===== src/rtl/mux_nxw_to_1_pipe_if.sv =====
// Valid/ready bus for mux_nxw_to_1_pipe: NUM_IN packed lanes in, one selected lane out.
// master drives the beat and out_ready; slave is the selector block.
interface mux_nxw_to_1_pipe_if #(
    parameter int WIDTH  = 64,
    parameter int NUM_IN = 8,
    parameter int SEL_W  = 3
);
    logic                    in_valid;
    logic                    in_ready;
    logic [NUM_IN*WIDTH-1:0] in;
    logic [SEL_W-1:0]        select;
    logic                    out_valid;
    logic                    out_ready;
    logic [WIDTH-1:0]        out;
    logic [SEL_W-1:0]        out_sel;
    logic                    sel_err;

    modport master (
        output in_valid, in, select, out_ready,
        input  in_ready, out_valid, out, out_sel, sel_err
    );

    modport slave (
        input  in_valid, in, select, out_ready,
        output in_ready, out_valid, out, out_sel, sel_err
    );
endinterface


===== src/rtl/mux_nxw_to_1_pipe.sv =====
// Registered NUM_IN x WIDTH -> 1 lane selector with valid/ready and a 2-entry skid buffer.
// Optional MUX_PERF_CNT_EN adds a saturating 32-bit beat_count of drained beats.
module mux_nxw_to_1_pipe #(
    parameter int WIDTH  = 64,
    parameter int NUM_IN = 8,
    parameter int SEL_W  = 3
) (
    input  logic                clk,
    input  logic                rst,
    mux_nxw_to_1_pipe_if.slave  bus
`ifdef MUX_PERF_CNT_EN
    ,
    output logic [31:0]         beat_count
`endif
);

    generate
        if (NUM_IN < 2 || NUM_IN > 64) begin : g_bad_num_in
            $error("mux_nxw_to_1_pipe: NUM_IN must be in 2..64");
        end
        if ((64'd1 << SEL_W) < 64'(NUM_IN)) begin : g_bad_sel_w
            $error("mux_nxw_to_1_pipe: 2**SEL_W must be >= NUM_IN");
        end
    endgenerate

    logic             main_valid;
    logic [WIDTH-1:0] main_data;
    logic [SEL_W-1:0] main_sel;
    logic             main_err;

    logic             skid_valid;
    logic [WIDTH-1:0] skid_data;
    logic [SEL_W-1:0] skid_sel;
    logic             skid_err;

    logic             in_fire;
    logic             out_fire;
    logic [WIDTH-1:0] pick_data;
    logic             pick_err;

    // in_ready comes straight from a flop, so upstream never sees a path from out_ready.
    assign bus.in_ready = ~skid_valid;
    assign in_fire      = bus.in_valid & ~skid_valid;
    assign out_fire     = main_valid & bus.out_ready;

    // NUM_IN <= 2**SEL_W, so NUM_IN always fits in SEL_W+1 bits.
    assign pick_err = ({1'b0, bus.select} >= (SEL_W+1)'(NUM_IN));

    always_comb begin
        // NOTE: default first so every path assigns pick_data and no latch is inferred.
        pick_data = '0;
        for (int k = 0; k < NUM_IN; k++) begin
            if (bus.select == SEL_W'(k)) begin
                pick_data = bus.in[k*WIDTH +: WIDTH];
            end
        end
    end

    always_ff @(posedge clk) begin
        if (rst) begin
            // NOTE: state uses <= so every flop samples pre-edge values regardless of block order.
            main_valid <= 1'b0;
            main_data  <= '0;
            main_sel   <= '0;
            main_err   <= 1'b0;
            skid_valid <= 1'b0;
        end else if (out_fire && skid_valid) begin
            // in_ready is low here, so no new beat can collide with the skid drain.
            main_data  <= skid_data;
            main_sel   <= skid_sel;
            main_err   <= skid_err;
            skid_valid <= 1'b0;
        end else if (in_fire && (!main_valid || out_fire)) begin
            main_valid <= 1'b1;
            main_data  <= pick_data;
            main_sel   <= bus.select;
            main_err   <= pick_err;
        end else if (in_fire) begin
            skid_valid <= 1'b1;
        end else if (out_fire) begin
            main_valid <= 1'b0;
        end
    end

    // NOTE: skid payload has no reset; it is only ever read while skid_valid is set.
    always_ff @(posedge clk) begin
        if (in_fire && main_valid && !out_fire) begin
            skid_data <= pick_data;
            skid_sel  <= bus.select;
            skid_err  <= pick_err;
        end
    end

    assign bus.out_valid = main_valid;
    assign bus.out       = main_data;
    assign bus.out_sel   = main_sel;
    assign bus.sel_err   = main_err;

`ifdef MUX_PERF_CNT_EN
    logic [31:0] beat_cnt;

    always_ff @(posedge clk) begin
        if (rst) begin
            beat_cnt <= '0;
        end else if (out_fire && (beat_cnt != '1)) begin
            beat_cnt <= beat_cnt + 32'd1;
        end
    end

    assign beat_count = beat_cnt;
`endif

`ifndef SYNTHESIS
    // An unknown select on an accepted beat would silently pick an arbitrary lane.
    always @(posedge clk) begin
        if (!rst && in_fire) begin
            assert (!$isunknown(bus.select))
            else $error("mux_nxw_to_1_pipe: select is X/Z on an accepted beat");
        end
    end
`endif

endmodule


===== src/flat_wrapper.sv =====
// flat-port wrapper written by rule: the top's interface ports become plain ports
module mux_nxw_to_1_pipe_flat 
#(
    parameter int WIDTH  = 64,
    parameter int NUM_IN = 8,
    parameter int SEL_W  = 3
)
  (clk, rst, bus_in_valid, bus_in, bus_select, bus_out_ready, bus_in_ready, bus_out_valid, bus_out, bus_out_sel, bus_sel_err);
  mux_nxw_to_1_pipe_if #(.WIDTH(WIDTH), .NUM_IN(NUM_IN), .SEL_W(SEL_W)) bus_i ();
  input  logic clk;
  input  logic rst;
  input wire logic [$bits(bus_i.in_valid)-1:0] bus_in_valid;
  input wire logic [$bits(bus_i.in)-1:0] bus_in;
  input wire logic [$bits(bus_i.select)-1:0] bus_select;
  input wire logic [$bits(bus_i.out_ready)-1:0] bus_out_ready;
  output wire logic [$bits(bus_i.in_ready)-1:0] bus_in_ready;
  output wire logic [$bits(bus_i.out_valid)-1:0] bus_out_valid;
  output wire logic [$bits(bus_i.out)-1:0] bus_out;
  output wire logic [$bits(bus_i.out_sel)-1:0] bus_out_sel;
  output wire logic [$bits(bus_i.sel_err)-1:0] bus_sel_err;
  assign bus_i.in_valid = bus_in_valid;
  assign bus_i.in = bus_in;
  assign bus_i.select = bus_select;
  assign bus_i.out_ready = bus_out_ready;
  assign bus_in_ready = bus_i.in_ready;
  assign bus_out_valid = bus_i.out_valid;
  assign bus_out = bus_i.out;
  assign bus_out_sel = bus_i.out_sel;
  assign bus_sel_err = bus_i.sel_err;
  mux_nxw_to_1_pipe #(.WIDTH(WIDTH), .NUM_IN(NUM_IN), .SEL_W(SEL_W)) u_core (.clk(clk), .rst(rst), .bus(bus_i));
endmodule

===== config.mk =====
export PLATFORM = sky130hd
export DESIGN_NAME = mux_nxw_to_1_pipe_flat
export DESIGN_NICKNAME = d
export VERILOG_FILES = /design/src/rtl/mux_nxw_to_1_pipe_if.sv /design/src/rtl/mux_nxw_to_1_pipe.sv /design/src/flat_wrapper.sv
export SDC_FILE = /design/constraint.sdc
export NUM_CORES = 1
export LEC_CHECK = 0
export ABC_AREA = 1
export CAP_MARGIN = 20
export CORE_AREA = 3 3 227 229
export DETAILED_ROUTE_END_ITERATION = 10
export DIE_AREA = 0 0 230 232
export GPL_TIMING_DRIVEN = 0
export SYNTH_ARGS = -nofsm -noshare
export SYNTH_HDL_FRONTEND = slang
export SYNTH_SLANG_ARGS = --single-unit

===== constraint.sdc =====
create_clock -name clk -period 4.19 [get_ports clk]
set_clock_uncertainty 0.15 [all_clocks]
set_input_delay 0.6285 -clock clk [delete_from_list [all_inputs] [get_ports clk]]
set_output_delay 0.6285 -clock clk [all_outputs]
set_load 0.05 [all_outputs]

==> out/summary.txt <==
Layout cells sized above 1: 0.0496
Largest area contributor in the netlist: edfxtp_1
Crit path max-delay family: buffers and inverters
Fin. Hold Viols: 0
Die X: 230 um
Remaining Overflow, GRT: 0
Die area: 53400 sq um
Layout area overhead: 76.7%
Clock sinks: 136
Final #Nets: 2523
Vias in the first global route: 13.5k
Vias per cell: 4.85
GR Util All Layers: 0.254
Worst-Margin Slew: 0.960 ns
Drt total wl: 70.3 mm
Worst slack, placed: 0.217 ns
Post-Synthesis Cells: 1395
PwrDens: 268 nW/um^2
Worst Path Max Fanout: 10
Seq/Total Area, Yosys: 0.353
Clock Latency Late Sink: 0.43 ns
Global-route wire length before repair: 96.9 mm
Final worst slack: 0.643 ns
Internal reg-to-reg setup slack: 1.36 ns
Leakage power: 6.40 nW
CTS buffer count: 17
Most common cell in the netlist: nand2_1
CP startpoint kind: input port
Most frequent cells after synthesis: nand2_1 (264), nand4_1 (222), inv_1 (156), nand3_1 (138), nor2_1 (134)
Core Footprint: 49900 sq um
RSZ-0062 raised after global routing: false
Setup Viol. Count Final: 0
Synth top area share: 0.209
Post-route DRC: 0
Yosys cell types: 27
Crit path largest cell delay: 0.75 ns
GRT busiest layer: met2
Worst EP arrival: 3.76 ns
Post-CTS Hold Buffers: 0
CTS tree: yes
DRT iter0 DRCs: 955
Slowest cell on crit path: clkbuf_1
Vias post-DR: 13.1k
Final period utilization: 0.847
CTS clk-pin slew, worst paths: 0.06 ns
Dominant synthesized flop cell: dfxtp_1
Pin count of the biggest net entering global routing: 23
Maximum clock frequency: 282 MHz
Met3 global-route usage: 0.0500
Async set-reset flop share out of synthesis: 0
CP required: 4.41 ns
H-tree depth: 4
Post-route ant nets: 0
Std-Cell Rows: 82
TNS Setup: 0 ns
Synthesized area: 9620 sq um
Pins over their slew limit: 0
CTS resizes: 0
HP Class: reg -> reg
Ys Warns: 0
Worst Path Buf+Inv: 3
GR Util met1: 0.298
Final Critical Period: 3.55 ns
Max clock buf depth: 2
Initial antenna violation count: 9
Port bufs: 586
Grt met2 use: 0.466
#FFs+latches synth: 136
Ports: 589
Worst path cell trace: clkdlybuf4s50_1, buf_2, clkbuf_1, nand4_1, nand4_1, nor2_1, nand4_1, nand2_1, a21oi_1
Top cells by area, synth: edfxtp_1 (21%), nand4_1 (14%), dfxtp_1 (14%)
Final HPWL DP: 58.3 mm
Critical Path Sink Type: register
Status: finished clean
Setup Buffers After CTS: 0
VDD IR max: 192 uV
DRT Pass-1 Iters: 5
Path type of the worst setup path: in -> reg
# fillers: 5486
Syn nets: 1914
Post-synth EDFFs: 67
Total power: 4.56 mW
Die Y: 232 um
Rel. slew slack: 0.360
Routed len/inst: 26.1 um
Initial Util: 0.193
Crit path top cell by count: nand4_1
Gpl congestion: 0.959
Maxcap violations: 0
Avg Cell Area, Syn: 6.90 sq um
Root Driver: clkbuf_16
[cells in the final DEF (no fill, tap or decap), drive strengths merged, types with 64 or more instances in the layout]
cell type	synthesis	routed
a21oi	90	90
a22o	64	64
clkbuf	68	87
clkdlybuf4s50	0	586
dfxtp	69	69
edfxtp	67	67
inv	161	164
nand2	264	264
nand3	138	138
nand4	222	222
nor2	134	134
[power breakdown]
group / internal [mW] / total (mW) / switching, mW
clock network: 0.821 / 1.45 / 0.634
logic: 0.717 / 1.58 / 0.865
registers: 1.48 / 1.52 / 0.0369
[flip-flops by register name, indices dropped and copies added (netlist names)]
name                  count
u_core.bus.out_sel        3
u_core.skid_sel           3
u_core.bus.out_valid      1
u_core.skid_valid         1
u_core.skid_data         64
u_core.bus.out           64
[worst reg2reg max path: cells and delay by family, from the launching register on]
family	cells	cell delay (ns)
AOI/OAI and AO/OA	1	0.16
buffers and inverters	3	1.41
DFF	1	0.33
and+or+nand+nor	3	0.71
[area by class of cell]
cell class	count	area, sq um	share of cell area
clock inverter	13	123	0.00721
tap	672	841	0.0495
inverter	162	613	0.0361
timing repair buffer	590	5960	0.351
antenna	7	17.5	0.00103
sequential	136	3390	0.200
buffer	126	607	0.0357
multi-input combinational	971	5010	0.295
clock buffer	19	433	0.0255
[path summary, 6_finish.rpt]
kind                         start               endpoint  cells past startpoint
min          u_core.bus.out_sel[2]  u_core.bus.out_sel[2]                      2
min reg2reg  u_core.bus.out_sel[2]  u_core.bus.out_sel[2]                      2
max                  bus_select[1]     u_core.bus.out[62]                      9
max reg2reg      u_core.skid_valid     u_core.bus.out[19]                      7
[layer usage]
layer,routed length (um),vias up
li1,-,6067
met2,35700,681
met4,1660,0
met3,5370,82
met1,27600,6247
met5,0,-
[stage by stage]
stage	std cells	cell area (sq um)	hold slack [ns]	utilization
finish	2696	17000	0.316	0.341
global route	2693	17000	0.351	0.341
CTS	2689	17000	0.319	0.341
detailed placement	2657	16400	0.307	0.329
global placement	2653	16300	0.306	0.327
floorplan	1395	9620	0.343	-
[kinds of logic (layout without fill, tap and decap cells)]
group	Yosys count	count (layout)	synth area share
compound gates	171	171	0.118
buf+inv	288	910	0.127
flops	136	136	0.353
other cells	1	8	0.000390
simple gates	799	799	0.402
No activity file was read; power rests on OpenSTA's default activity.
